--- config.mk ---
export PLATFORM = sky130hd
export DESIGN_NAME = picorv32_regs_ctrl_flat
export DESIGN_NICKNAME = d
export VERILOG_FILES = /design/src/rtl/picorv32_regs_ctrl_if.sv /design/src/rtl/picorv32_regs_ctrl.sv /design/src/flat_wrapper.sv
export SDC_FILE = /design/constraint.sdc
export NUM_CORES = 1
export LEC_CHECK = 0
export CORE_ASPECT_RATIO = 0.5
export CORE_MARGIN = 2
export CORE_UTILIZATION = 30
export CTS_CLUSTER_SIZE = 25
export DETAILED_ROUTE_END_ITERATION = 7
export GPL_TIMING_DRIVEN = 0
export PLACE_DENSITY = 0.75
export SKIP_CTS_REPAIR_TIMING = 1
export SYNTH_ARGS = -nofsm -noshare
export SYNTH_HDL_FRONTEND = slang
export SYNTH_SLANG_ARGS = --single-unit
--- constraint.sdc ---
create_clock -name clk -period 2.05 [get_ports clk]
set_clock_uncertainty 0.1 [all_clocks]
set_input_delay 0.3075 -clock clk [delete_from_list [all_inputs] [get_ports clk]]
set_output_delay 0.3075 -clock clk [all_outputs]
set_load 0.005 [all_outputs]
--- src/rtl/picorv32_regs_ctrl_if.sv ---
// Request/response bundle between the core, the debug port and the
// register-file controller. The master modport is the requester side
// (core pipeline / debug module); the slave modport is the controller.
interface picorv32_regs_ctrl_if #(
    parameter int ADDR_W = 5
);
    // core read port (rs1 and rs2 issued together)
    logic              core_rd_valid;
    logic [ADDR_W-1:0] core_rs1;
    logic [ADDR_W-1:0] core_rs2;
    logic              core_rdata_valid;
    logic [31:0]       core_rs1_data;
    logic [31:0]       core_rs2_data;

    // core writeback port
    logic              core_wr_valid;
    logic [ADDR_W-1:0] core_wr_addr;
    logic [31:0]       core_wr_data;
    logic              core_wr_ready;

    // debug access port
    logic              dbg_valid;
    logic              dbg_we;
    logic [ADDR_W-1:0] dbg_addr;
    logic [31:0]       dbg_wdata;
    logic              dbg_ready;
    logic              dbg_rvalid;
    logic [31:0]       dbg_rdata;

    modport master (
        output core_rd_valid, core_rs1, core_rs2,
        input  core_rdata_valid, core_rs1_data, core_rs2_data,
        output core_wr_valid, core_wr_addr, core_wr_data,
        input  core_wr_ready,
        output dbg_valid, dbg_we, dbg_addr, dbg_wdata,
        input  dbg_ready, dbg_rvalid, dbg_rdata
    );

    modport slave (
        input  core_rd_valid, core_rs1, core_rs2,
        output core_rdata_valid, core_rs1_data, core_rs2_data,
        input  core_wr_valid, core_wr_addr, core_wr_data,
        output core_wr_ready,
        input  dbg_valid, dbg_we, dbg_addr, dbg_wdata,
        output dbg_ready, dbg_rvalid, dbg_rdata
    );
endinterface

--- src/rtl/picorv32_regs_ctrl.sv ---
// Register-file sequencer and port arbiter in front of a 32x32 2R1W
// synchronous BRAM with read-old-data behaviour.
//  - After reset the whole file is swept to zero (one entry per cycle).
//  - Core reads always win read port A1/A2; debug reads borrow A1 when the
//    core is not reading.
//  - Core writeback has fixed priority on the single write port; debug
//    writes take it when the core is not writing.
//  - x0 is never written and always reads as zero.
//  - A write issued in the same cycle as a read of the same register is
//    forwarded, hiding the BRAM's read-old-data behaviour.
// Optional feature macro: DEBUG_PORT_EN (undefined -> debug port inert,
// all debug outputs tied to zero, A1 dedicated to the core).
`default_nettype none

module picorv32_regs_ctrl #(
    parameter int NREGS  = 32,
    parameter int ADDR_W = 5
) (
    input  logic              clk,
    input  logic              resetn,
    output logic              init_busy,
    picorv32_regs_ctrl_if.slave bus,
    output logic [ADDR_W-1:0] rf_a1addr,
    output logic [ADDR_W-1:0] rf_a2addr,
    input  logic [31:0]       rf_a1data,
    input  logic [31:0]       rf_a2data,
    output logic [ADDR_W-1:0] rf_b1addr,
    output logic [31:0]       rf_b1data,
    output logic              rf_b1en
);

    typedef enum logic [0:0] {
        ST_CLEAR = 1'b0,
        ST_RUN   = 1'b1
    } state_t;

    localparam logic [ADDR_W-1:0] LAST_IDX = ADDR_W'(NREGS - 1);
    localparam logic [ADDR_W-1:0] ADDR_ZERO = {ADDR_W{1'b0}};
    localparam logic [ADDR_W-1:0] ADDR_ONE  = {{(ADDR_W-1){1'b0}}, 1'b1};

    // Read data seen by a requester: x0 is hard zero, a write issued in the
    // same cycle as the read is forwarded, otherwise the BRAM output is used.
    function automatic logic [31:0] fwd_data(
        input logic [ADDR_W-1:0] rd_addr,
        input logic [31:0]       bram_data,
        input logic              wr_en,
        input logic [ADDR_W-1:0] wr_addr,
        input logic [31:0]       wr_data
    );
        logic [31:0] res;
        if (rd_addr == ADDR_ZERO) begin
            res = 32'h0000_0000;
        end else if (wr_en && (wr_addr == rd_addr)) begin
            res = wr_data;
        end else begin
            res = bram_data;
        end
        return res;
    endfunction

    state_t            state_r;
    state_t            state_nxt_s;
    logic [ADDR_W-1:0] cnt_r;
    logic [ADDR_W-1:0] cnt_nxt_s;

    logic              run_s;
    logic              clr_s;
    logic              core_rd_acc_s;
    logic              core_wr_acc_s;
    logic              dbg_rd_acc_s;
    logic              dbg_wr_acc_s;

    // Last issued read addresses: held on the BRAM when idle and also the
    // address each response in the following cycle belongs to.
    logic [ADDR_W-1:0] a1_addr_r;
    logic [ADDR_W-1:0] a2_addr_r;
    logic              core_rv_r;
    logic              dbg_rv_r;

    // Copy of the write issued last cycle, used for forwarding.
    logic              byp_en_r;
    logic [ADDR_W-1:0] byp_addr_r;
    logic [31:0]       byp_data_r;

    // Requests are only honoured in RUN while reset is not being asserted.
    assign run_s = (state_r == ST_RUN) && resetn;
    assign clr_s = (state_r == ST_CLEAR) && resetn;

    assign core_rd_acc_s = run_s && bus.core_rd_valid;
    assign core_wr_acc_s = run_s && bus.core_wr_valid;

`ifdef DEBUG_PORT_EN
    // Debug loses to the core on both the read and the write side.
    assign dbg_wr_acc_s = run_s && bus.dbg_valid && bus.dbg_we  && !bus.core_wr_valid;
    assign dbg_rd_acc_s = run_s && bus.dbg_valid && !bus.dbg_we && !bus.core_rd_valid;
`else
    logic unused_dbg_s;
    assign unused_dbg_s = ^{bus.dbg_valid, bus.dbg_we, bus.dbg_addr, bus.dbg_wdata};
    assign dbg_wr_acc_s = 1'b0;
    assign dbg_rd_acc_s = 1'b0;
`endif

    // Sequencer state and sweep counter.
    always_ff @(posedge clk) begin
        if (!resetn) begin
            state_r <= ST_CLEAR;
            cnt_r   <= ADDR_ZERO;
        end else begin
            state_r <= state_nxt_s;
            cnt_r   <= cnt_nxt_s;
        end
    end

    // Next state: sweep one entry per cycle, then stay in RUN until reset.
    always_comb begin
        state_nxt_s = state_r;
        cnt_nxt_s   = cnt_r;
        case (state_r)
            ST_CLEAR: begin
                if (cnt_r == LAST_IDX) begin
                    state_nxt_s = ST_RUN;
                    cnt_nxt_s   = ADDR_ZERO;
                end else begin
                    state_nxt_s = ST_CLEAR;
                    cnt_nxt_s   = cnt_r + ADDR_ONE;
                end
            end
            ST_RUN: begin
                state_nxt_s = ST_RUN;
                cnt_nxt_s   = cnt_r;
            end
            default: begin
                state_nxt_s = ST_CLEAR;
                cnt_nxt_s   = ADDR_ZERO;
            end
        endcase
    end

    // Write port mux: sweep zeros, else core writeback, else debug write.
    always_comb begin
        rf_b1en   = 1'b0;
        rf_b1addr = ADDR_ZERO;
        rf_b1data = 32'h0000_0000;
        if (clr_s) begin
            rf_b1en   = 1'b1;
            rf_b1addr = cnt_r;
            rf_b1data = 32'h0000_0000;
        end else if (core_wr_acc_s) begin
            rf_b1en   = (bus.core_wr_addr != ADDR_ZERO);
            rf_b1addr = bus.core_wr_addr;
            rf_b1data = bus.core_wr_data;
        end else if (dbg_wr_acc_s) begin
            rf_b1en   = (bus.dbg_addr != ADDR_ZERO);
            rf_b1addr = bus.dbg_addr;
            rf_b1data = bus.dbg_wdata;
        end else begin
            rf_b1en   = 1'b0;
            rf_b1addr = ADDR_ZERO;
            rf_b1data = 32'h0000_0000;
        end
    end

    // Read address mux: core owns both ports, debug borrows A1, idle holds.
    always_comb begin
        rf_a1addr = a1_addr_r;
        rf_a2addr = a2_addr_r;
        if (core_rd_acc_s) begin
            rf_a1addr = bus.core_rs1;
            rf_a2addr = bus.core_rs2;
        end else if (dbg_rd_acc_s) begin
            rf_a1addr = bus.dbg_addr;
            rf_a2addr = a2_addr_r;
        end else begin
            rf_a1addr = a1_addr_r;
            rf_a2addr = a2_addr_r;
        end
    end

    // Response tracking and forwarding registers; reset drops any response.
    always_ff @(posedge clk) begin
        if (!resetn) begin
            a1_addr_r  <= ADDR_ZERO;
            a2_addr_r  <= ADDR_ZERO;
            core_rv_r  <= 1'b0;
            dbg_rv_r   <= 1'b0;
            byp_en_r   <= 1'b0;
            byp_addr_r <= ADDR_ZERO;
            byp_data_r <= 32'h0000_0000;
        end else begin
            a1_addr_r  <= rf_a1addr;
            a2_addr_r  <= rf_a2addr;
            core_rv_r  <= core_rd_acc_s;
            dbg_rv_r   <= dbg_rd_acc_s;
            byp_en_r   <= rf_b1en;
            byp_addr_r <= rf_b1addr;
            byp_data_r <= rf_b1data;
        end
    end

    assign init_busy          = (state_r == ST_CLEAR);
    assign bus.core_wr_ready  = core_wr_acc_s;
    assign bus.core_rdata_valid = core_rv_r;

    // Core read data, zero whenever no response is being presented.
    always_comb begin
        bus.core_rs1_data = 32'h0000_0000;
        bus.core_rs2_data = 32'h0000_0000;
        if (core_rv_r) begin
            bus.core_rs1_data = fwd_data(a1_addr_r, rf_a1data, byp_en_r, byp_addr_r, byp_data_r);
            bus.core_rs2_data = fwd_data(a2_addr_r, rf_a2data, byp_en_r, byp_addr_r, byp_data_r);
        end else begin
            bus.core_rs1_data = 32'h0000_0000;
            bus.core_rs2_data = 32'h0000_0000;
        end
    end

`ifdef DEBUG_PORT_EN
    assign bus.dbg_ready  = dbg_wr_acc_s || dbg_rd_acc_s;
    assign bus.dbg_rvalid = dbg_rv_r;

    // Debug read data comes from port A1, zero when no response is due.
    always_comb begin
        bus.dbg_rdata = 32'h0000_0000;
        if (dbg_rv_r) begin
            bus.dbg_rdata = fwd_data(a1_addr_r, rf_a1data, byp_en_r, byp_addr_r, byp_data_r);
        end else begin
            bus.dbg_rdata = 32'h0000_0000;
        end
    end
`else
    logic unused_dbg_rv_s;
    assign unused_dbg_rv_s = dbg_rv_r;
    assign bus.dbg_ready   = 1'b0;
    assign bus.dbg_rvalid  = 1'b0;
    assign bus.dbg_rdata   = 32'h0000_0000;
`endif

endmodule

`default_nettype wire
--- src/flat_wrapper.sv ---
// flat-port wrapper written by rule: the top's interface ports become plain ports
module picorv32_regs_ctrl_flat 
#(
    parameter int NREGS  = 32,
    parameter int ADDR_W = 5
)
  (clk, resetn, init_busy, rf_a1addr, rf_a2addr, rf_a1data, rf_a2data, rf_b1addr, rf_b1data, rf_b1en, bus_core_rd_valid, bus_core_rs1, bus_core_rs2, bus_core_rdata_valid, bus_core_rs1_data, bus_core_rs2_data, bus_core_wr_valid, bus_core_wr_addr, bus_core_wr_data, bus_core_wr_ready, bus_dbg_valid, bus_dbg_we, bus_dbg_addr, bus_dbg_wdata, bus_dbg_ready, bus_dbg_rvalid, bus_dbg_rdata);
  picorv32_regs_ctrl_if #(.ADDR_W(ADDR_W)) bus_i ();
  input  logic clk;
  input  logic resetn;
  output logic init_busy;
  output logic [ADDR_W-1:0] rf_a1addr;
  output logic [ADDR_W-1:0] rf_a2addr;
  input  logic [31:0] rf_a1data;
  input  logic [31:0] rf_a2data;
  output logic [ADDR_W-1:0] rf_b1addr;
  output logic [31:0] rf_b1data;
  output logic rf_b1en;
  input wire logic [$bits(bus_i.core_rd_valid)-1:0] bus_core_rd_valid;
  input wire logic [$bits(bus_i.core_rs1)-1:0] bus_core_rs1;
  input wire logic [$bits(bus_i.core_rs2)-1:0] bus_core_rs2;
  output wire logic [$bits(bus_i.core_rdata_valid)-1:0] bus_core_rdata_valid;
  output wire logic [$bits(bus_i.core_rs1_data)-1:0] bus_core_rs1_data;
  output wire logic [$bits(bus_i.core_rs2_data)-1:0] bus_core_rs2_data;
  input wire logic [$bits(bus_i.core_wr_valid)-1:0] bus_core_wr_valid;
  input wire logic [$bits(bus_i.core_wr_addr)-1:0] bus_core_wr_addr;
  input wire logic [$bits(bus_i.core_wr_data)-1:0] bus_core_wr_data;
  output wire logic [$bits(bus_i.core_wr_ready)-1:0] bus_core_wr_ready;
  input wire logic [$bits(bus_i.dbg_valid)-1:0] bus_dbg_valid;
  input wire logic [$bits(bus_i.dbg_we)-1:0] bus_dbg_we;
  input wire logic [$bits(bus_i.dbg_addr)-1:0] bus_dbg_addr;
  input wire logic [$bits(bus_i.dbg_wdata)-1:0] bus_dbg_wdata;
  output wire logic [$bits(bus_i.dbg_ready)-1:0] bus_dbg_ready;
  output wire logic [$bits(bus_i.dbg_rvalid)-1:0] bus_dbg_rvalid;
  output wire logic [$bits(bus_i.dbg_rdata)-1:0] bus_dbg_rdata;
  assign bus_i.core_rd_valid = bus_core_rd_valid;
  assign bus_i.core_rs1 = bus_core_rs1;
  assign bus_i.core_rs2 = bus_core_rs2;
  assign bus_core_rdata_valid = bus_i.core_rdata_valid;
  assign bus_core_rs1_data = bus_i.core_rs1_data;
  assign bus_core_rs2_data = bus_i.core_rs2_data;
  assign bus_i.core_wr_valid = bus_core_wr_valid;
  assign bus_i.core_wr_addr = bus_core_wr_addr;
  assign bus_i.core_wr_data = bus_core_wr_data;
  assign bus_core_wr_ready = bus_i.core_wr_ready;
  assign bus_i.dbg_valid = bus_dbg_valid;
  assign bus_i.dbg_we = bus_dbg_we;
  assign bus_i.dbg_addr = bus_dbg_addr;
  assign bus_i.dbg_wdata = bus_dbg_wdata;
  assign bus_dbg_ready = bus_i.dbg_ready;
  assign bus_dbg_rvalid = bus_i.dbg_rvalid;
  assign bus_dbg_rdata = bus_i.dbg_rdata;
  picorv32_regs_ctrl #(.NREGS(NREGS), .ADDR_W(ADDR_W)) u_core (.clk(clk), .resetn(resetn), .init_busy(init_busy), .bus(bus_i), .rf_a1addr(rf_a1addr), .rf_a2addr(rf_a2addr), .rf_a1data(rf_a1data), .rf_a2data(rf_a2data), .rf_b1addr(rf_b1addr), .rf_b1data(rf_b1data), .rf_b1en(rf_b1en));
endmodule
==> results of run 1 <==
## power breakdown
group / switching (mW) / internal, mW
clock network: 0.381 / 0.700
registers: 0.0109 / 1.08
logic: 0.213 / 0.321
## metrics by stage
stage | hold slack, ns | total power, mW | area (sq um)
floorplan | 0.329 | 1.30 | 3810
global placement | 0.400 | 1.58 | 6310
detailed placement | 0.403 | 1.59 | 6310
CTS | 0.414 | 2.66 | 6500
global route | 0.320 | 2.81 | 6990
finish | 0.300 | 2.70 | 6990
## routing by layer
layer	vias up	routed length, um
met5	-	0
met2	153	7650
met3	12	776
li1	2193	-
met1	1994	6340
met4	0	215
## flip-flops by register name, summed over array words and instances, names as in the netlist
signal / count
u_core.state_r: 1
u_core.byp_data_r: 32
u_core.cnt_r: 5
u_core.bus.core_rdata_valid: 1
u_core.byp_en_r: 1
u_core.a1_addr_r: 5
u_core.a2_addr_r: 5
u_core.byp_addr_r: 5
## kinds of logic (layout without fill, tap and decap cells)
group,count (synthesis),count (layout)
AND/OR/NAND/NOR,232,232
AO/OA/AOI/OAI,86,86
buffers and inverters,83,348
flip-flops,55,55
multiplexers,12,12
XOR/XNOR,10,10
adder cells (fa/ha/maj),2,2
other,1,34
## cell usage in the layout, fill, tap and decap left out, drive strengths merged, types with 2 or more instances in the layout
| master | n |
|---|---|
| nand2 | 69 |
| dlymetal6s2s | 84 |
| clkbuf | 52 |
| o21a | 3 |
| nand3 | 6 |
| nor3 | 2 |
| conb | 34 |
| a21boi | 14 |
| xor2 | 8 |
| xnor2 | 2 |
| clkinvlp | 2 |
| dfxtp | 55 |
| clkdlybuf4s50 | 112 |
| ha | 2 |
| nor4 | 2 |
| mux2 | 10 |
| mux2i | 2 |
| nand4 | 65 |
| o21ai | 67 |
| and3 | 2 |
| or4 | 3 |
| bufinv | 2 |
| and2 | 78 |
| buf | 95 |
| nor2b | 3 |
## area by class of cell
class	count	area share (%)
tap	165	2.96
timing repair buffer	259	37.0
inverter	2	0.161
clock inverter	3	0.967
clock buffer	5	1.79
buffer	79	9.53
multi-input combinational	376	31.8
sequential	55	15.9
## worst paths after layout
kind	from	end	slack, ns
worst max register to register	u_core.cnt_r[0]$_SDFFE_PN0N_	u_core.cnt_r[2]$_SDFFE_PN0N_	0.21
worst min register to register	u_core.cnt_r[4]$_SDFFE_PN0N_	u_core.byp_addr_r[4]$_SDFF_PN0_	0.42
worst min-delay path	bus_core_wr_addr[2]	u_core.byp_addr_r[2]$_SDFF_PN0_	0.30
worst max-delay path	u_core.a2_addr_r[1]$_SDFF_PN0_	bus_core_rs2_data[23]	-0.34
## critical path, delay by kind of cell, from the launching register on
| family | cells | cell delay (ns) |
|---|---|---|
| buf+inv | 3 | 0.45 |
| flops | 1 | 0.34 |
| compound gates | 2 | 0.30 |
| simple gates | 2 | 0.61 |
==> summary.md, run 1 <==
| Metric | Value |
|---|---|
| Max Fclk | `around 0.42 GHz` |
| Library cells used by synthesis | `31` |
| FF-to-FF path depth | `5` |
| Global-route wire length before repair | `20.7 mm` |
| Die Ht | `82.4 um` |
| XOR/XNOR share of the synthesized area | `under 10%` |
| DRT Pass-1 Iters | `5` |
| Fill count | `about 1100` |
| Crit share post-route | `117%` |
| TritonCTS sink count | `between 50 and 60` |
| Clock buffer depth | `2` |
| Slowest cell delay on critical path | `0.52 ns` |
| Gr busiest metal | `met2` |
| Pleak | `4.29 nW` |
| Data arrival time of the worst path | `between 1.5 and 2 ns` |
| Setup WS pre-CTS | `-0.883 ns` |
| Hold Path Cell Cnt | `3` |
| Failing checks | `negative setup slack` |
| Iter 0 DRT Violations | `around 170` |
| Hold WC Path Type | `in2reg` |
| Gpl congestion | `about 0.87` |
| Root buf cell | `clkbuf_16` |
| Cell Rows | `28` |
| Crit-path max FO | `10` |
| Met3 usage | `2.60%` |
| Synth Warn # | `0` |
| Area grow syn2layout | `89.3%` |
| Met1 Usage GRT | `~26%` |
| Mux cell area share after synthesis | `3.59%` |
| Post-route ant nets | `0` |
| Multi-input gate area | `0.00222 sq mm` |
| Post-Synth Adder-Cell Area | `less than 1%` |
| Top-Level Pins | `303` |
| # DRC | `0` |
| Share of the synthesized area in the top cell type | `between 20% and 30%` |
| Cells after Synth | `just under 500` |
| Proportion of layout cells with a drive suffix above 1 | `23.2%` |
| Total Routing Usage GR | `between 10% and 20%` |
| Asr flop ratio synth | `0%` |
| Largest family of logic cells by synthesized area | `simple AND/OR/NAND/NOR gates` |
| Chip width | `161 um` |
| Seq cells post-synth | `55` |
| Critical path class | `reg2out` |
| Register area | `about 0.0011 sq mm` |
| Mean area per synthesized cell | `7.67 sq um` |
| Maximum vdd drop | `between 0.4 and 0.5 mV` |
| RSZ-0062 raised after global routing | `yes` |
| WL/cell | `15.9 um` |
| Slowest CP cell | `or4_4` |
| CTS tree | `built` |
| # setup viols final | `71` |
| Number of synthesized flops with an enable pin | `0` |
| Most frequent cells after synthesis | `and2_1, nand2_1, nand4_1, o21ai_1, dfxtp_1` |
| Slew Limit Fails | `0` |
| Largest net degree at the start of global routing | `18` |
| Max_cap viols | `0` |
| Largest area contributor in the netlist | `dfxtp_1` |
| H-tree Lvls | `2` |
| Worst-path cell chain | `or4_4 > o21a_1 > buf_6 > buf_6 > nand4_1 > o21ai_2 > dlymetal6s2s_1` |
| Final cell count without fillers | `~940` |
| Most common cell in the netlist | `and2_1` |
| Final Hold Vio Count | `0` |
| Met2 usage | `a little over a third` |
| Sequential area share after synthesis | `approximately 30%` |
| CTS Buf Count | `5` |
| Number of global-route vias before repair | `between 3000 and 4000` |
| Setup_tns | `-18.87 ns` |
| Post-DP HPWL | `around 11 mm` |
| Initial Util | `31.0%` |
| Dpl cells | `908` |
| Worst skew pair latency | `just under 0.3 ns` |
| Worst Setup Start Kind | `flop` |
| Top cells by area, synth | `dfxtp_1, and2_1, nand4_1` |
| Compound-cell area share of the yosys netlist | `12.9%` |
| Post-Route WL | `around 15 mm` |
| Ant diodes | `0` |
| Most used cell, CP | `buf_6` |
| Status | `finished, violations left` |
| Post-synthesis simple-gate area fraction | `a little over a third` |
| GRT overflow | `0` |
| PortBufs | `approximately 230` |
| Clock-pin slew on the worst setup and hold paths | `~0.07 ns` |
| Minimum clock period | `2.39 ns` |
| Via-to-Cell Ratio | `about 4.6` |
| Final Core Density | `between 50% and 60%` |
| Initial antenna violation count | `0` |
| Commonest register cell after synthesis | `dfxtp_1` |
| Die Area | `between 0.01 and 0.015 sq mm` |
| Final nets | `934` |
| Total number of vias | `between 4000 and 5000` |
| CP Data Required Time | `1.64 ns` |
| Core area | `between 0.01 and 0.015 sq mm` |
| Worst Setup End Kind | `primary output` |
| PD cells | `roughly 390 mW/mm^2` |
| Final WS setup | `-0.343 ns` |
| Synth Cell Area | `0.00369 sq mm` |
No activity file was read; power rests on OpenSTA's default activity.
==> inputs of run 2 (changes only) <==
ABC_AREA = 1   (was default)
PLACE_DENSITY = 0.71   (was 0.75)
SETUP_SLACK_MARGIN = 0.5   (was default)
==> run 2 against run 1 <==
  * The flow still finishes with violations (negative setup slack)
  * Non-clock buffer count up 54
  * Maximum frequency up 3.6%
  * Die area up 17%
  * Setup slack better by 0.082 ns
  * Synthesized cell count up 69%
  * Register-to-register slack better by 0.36 ns
  * Clock-buffer cell count up 1
  * First-iteration DRC count up 60%
  * Largest cell class unchanged
  * Highest routed layer unchanged
==> summary.md, run 2 <==
| Metric | Value |
|---|---|
| Status | `finished, violations left` |
| Failing checks | `negative setup slack` |
| Final Core Density | `a little over three fifths` |
| Post-route ant nets | `0` |
| Proportion of layout cells with a drive suffix above 1 | `around 43%` |
| H-tree Lvls | `2` |
| CP Data Required Time | `~1.6 ns` |
| Final WS setup | `-0.260 ns` |
| Commonest register cell after synthesis | `dfxtp_1` |
| Reg power frac | `32.4%` |
| WL/cell | `12.9 um` |
| PD cells | `around 390 mW/mm^2` |
| Worst skew pair latency | `around 0.29 ns` |
| Most common cell in the netlist | `inv_1` |
| Data arrival time of the worst path | `~1.9 ns` |
| Synth Cell Area | `0.00433 sq mm` |
| Crit-path max FO | `8` |
| R2R Path End | `u_core.byp_data_r[10]$_SDFF_PN0_` |
| Slew Limit Fails | `0` |
| Share of the synthesized area in the top cell type | `between 20% and 30%` |
| Final Hold Vio Count | `0` |
| FF-to-FF path depth | `8` |
| Internal power | `2.43 mW` |
| Area grow syn2layout | `100%` |
| Library cells used by synthesis | `23` |
| Final nets | `around 1300` |
| Post-DP HPWL | `roughly 12 mm` |
| Largest area contributor in the netlist | `dfxtp_1` |
| Global-route wire length before repair | `around 22 mm` |
| CTS Buf Count | `5` |
| Chip width | `roughly 170 um` |
| Minimum clock period | `~2.3 ns` |
| Critical path class | `reg2out` |
| Maximum vdd drop | `0.295 mV` |
| Via-to-Cell Ratio | `around 4.3` |
| Largest Register | `u_core.byp_data_r` |
| Worst Setup Start Kind | `flop` |
| Clock-pin slew on the worst setup and hold paths | `around 0.070 ns` |
| CP Capture Point | `bus_core_rs1_data[7]` |
| TritonCTS sink count | `55` |
| Crit share post-route | `113%` |
| Register area | `0.00113 sq mm` |
| Die Area | `roughly 0.015 sq mm` |
| Slowest CP cell | `dfxtp_2` |
| Die Ht | `88.9 um` |
| Initial antenna violation count | `0` |
| Worst r2r src | `u_core.state_r$_SDFF_PN0_` |
| Commonest non-fill, non-tap cell in the layout | `inv_1` |
| PortBufs | `~230` |
| Hold_ws | `0.312 ns` |
| Initial Util | `31.3%` |
| Worst Setup End Kind | `primary output` |
| Clk pwr share | `between 30% and 40%` |
| Gpl congestion | `about 0.86` |
| Number of global-route vias before repair | `~4700` |
| # setup viols final | `between 60 and 70` |
| Launch point of the critical path | `u_core.a1_addr_r[1]$_SDFF_PN0_` |
| Max Fclk | `about 0.43 GHz` |
| Worst-path cell chain | `inv_2 > nand2_1 > o21ai_2 > nor2_4 > nand3_4 > buf_6 > clkbuf_16 > buf_8 > nand2_4 > inv_2 > nor2_2 > buf_2` |
| GRT overflow | `0` |
| Hold WC Path Type | `in2reg` |
| DRT Pass-1 Iters | `5` |
| Post-Route WL | `around 18 mm` |
| # DRC | `0` |
| Slowest cell delay on critical path | `0.36 ns` |
| Ant diodes | `0` |
| Clock buffer depth | `2` |
| Asr flop ratio synth | `0%` |
| Comb power frac | `a little over a third` |
| Synth Warn # | `0` |
| Multi-input gate area | `between 0.002 and 0.003 sq mm` |
| Most frequent cells in the layout | `inv_1, clkdlybuf4s50_1, nand2_1, buf_2, nor2_1` |
| Root buf cell | `clkbuf_16` |
| Top-Level Pins | `roughly 300` |
| Most used cell, CP | `inv_2` |
| CTS tree | `built` |
| Total Routing Usage GR | `between 15 and 20%` |
| Mean area per synthesized cell | `approximately 5.3 sq um` |
| Internal reg-to-reg setup slack | `0.57 ns` |
| Sequential area share after synthesis | `approximately 25%` |
| Core area | `~0.014 sq mm` |
| Largest net degree at the start of global routing | `17` |
| Cells after Synth | `roughly 820` |
| Fill count | `between 1000 and 1500` |
| Total number of vias | `roughly 5900` |
| Top cells by area, synth | `dfxtp_1, inv_1, nand2_1` |
| Most frequent cells after synthesis | `inv_1, nand2_1, nor2_1, nand3_1, dfxtp_1` |
| Number of synthesized flops with an enable pin | `0` |
| Max_cap viols | `0` |
| Sw Ratio | `between 20% and 30%` |
| Seq cells post-synth | `55` |
| Pleak | `around 5 nW` |
| Largest register FFs | `32` |
| Cell Rows | `30` |
| P_sw | `0.908 mW` |
| RSZ-0062 raised after global routing | `yes` |
| Iter 0 DRT Violations | `267` |
[run 2: cell count changes after synthesis, moves of 8 or more]
cell      previous run  this run
o21ai_1             64         1
mux2_2              10         0
buf_6               14         0
a21oi_1              1        17
and2_1              78         0
nand2_1             69       181
nor2_1               1       137
nand3_1              6        69
a211oi_1             0        11
nand4_1             65         2
a21boi_0            12         0
xor2_1               8         0
inv_1                2       239
o21ai_0              3        13
[run 2: metal layers]
layer  GRT usage (%)  routed length (um)
met4            3.28                 269
met1            22.1                7530
met3            2.51                 927
met2            33.3                8940
met5               0                   0
[run 2: worst max-delay path, delay by kind of cell (launching register included)]
family / cells / cell delay [ns]
buffers and inverters: 6 / 0.65
AO/OA/AOI/OAI: 1 / 0.07
AND/OR/NAND/NOR: 5 / 0.52
flip-flops: 1 / 0.36
[run 2: final cells by class]
type | instances | share of cell area [%]
buffer | 70 | 7.12
clock buffer | 6 | 1.49
clock inverter | 2 | 0.693
inverter | 245 | 10.9
multi-input combinational | 478 | 30.9
sequential | 55 | 13.1
tap | 192 | 2.77
timing repair buffer | 322 | 33.1
[run 2: worst min-delay path by stage]
| stage | startpoint | slack (ns) | cells past startpoint | to |
|---|---|---|---|---|
| after global placement | u_core.cnt_r[3]$_SDFFE_PN0N_ | 0.39 | 2 | u_core.cnt_r[3]$_SDFFE_PN0N_ |
| after global routing | bus_core_rd_valid | 0.33 | 4 | u_core.a2_addr_r[3]$_SDFF_PN0_ |
| final | bus_core_rd_valid | 0.31 | 4 | u_core.a2_addr_r[3]$_SDFF_PN0_ |
| after floorplan | bus_core_wr_addr[0] | 0.33 | 2 | u_core.byp_addr_r[0]$_SDFF_PN0_ |
| after detailed placement | u_core.cnt_r[0]$_SDFFE_PN0N_ | 0.41 | 1 | u_core.cnt_r[0]$_SDFFE_PN0N_ |
| after CTS | u_core.cnt_r[0]$_SDFFE_PN0N_ | 0.41 | 1 | u_core.cnt_r[0]$_SDFFE_PN0N_ |
[run 2: cells by family after synthesis]
logic type,count (synthesis),share of synthesized area [%]
adder cells (fa/ha/maj),2,0.578
AO/OA/AOI/OAI,46,6.07
other,1,0.0867
buffers and inverters,315,30.8
AND/OR/NAND/NOR,396,37.0
flip-flops,55,25.5
[run 2: power by group through the flow]
stage / Clock (mW) / Combinational (mW) / Sequential, mW
after floorplan: 0 / 0.371 / 1.11
after global placement: 0 / 0.664 / 1.11
after detailed placement: 0 / 0.672 / 1.11
after CTS: 1.09 / 0.678 / 1.09
after global routing: 1.14 / 1.26 / 1.08
final: 1.09 / 1.17 / 1.08
[run 2: metrics by stage]
stage	cell area, sq um	power [mW]	setup WS (ns)	setup TNS [ns]	cells
after global placement	6980	1.77	-0.851	-50.19	1269
after global routing	8660	3.48	-0.353	-15.11	1370
after CTS	7170	2.86	-0.882	-71.75	1277
final	8660	3.34	-0.260	-9.79	1370
after floorplan	4450	1.48	0.522	0	848
after detailed placement	6980	1.78	-0.855	-53.23	1269
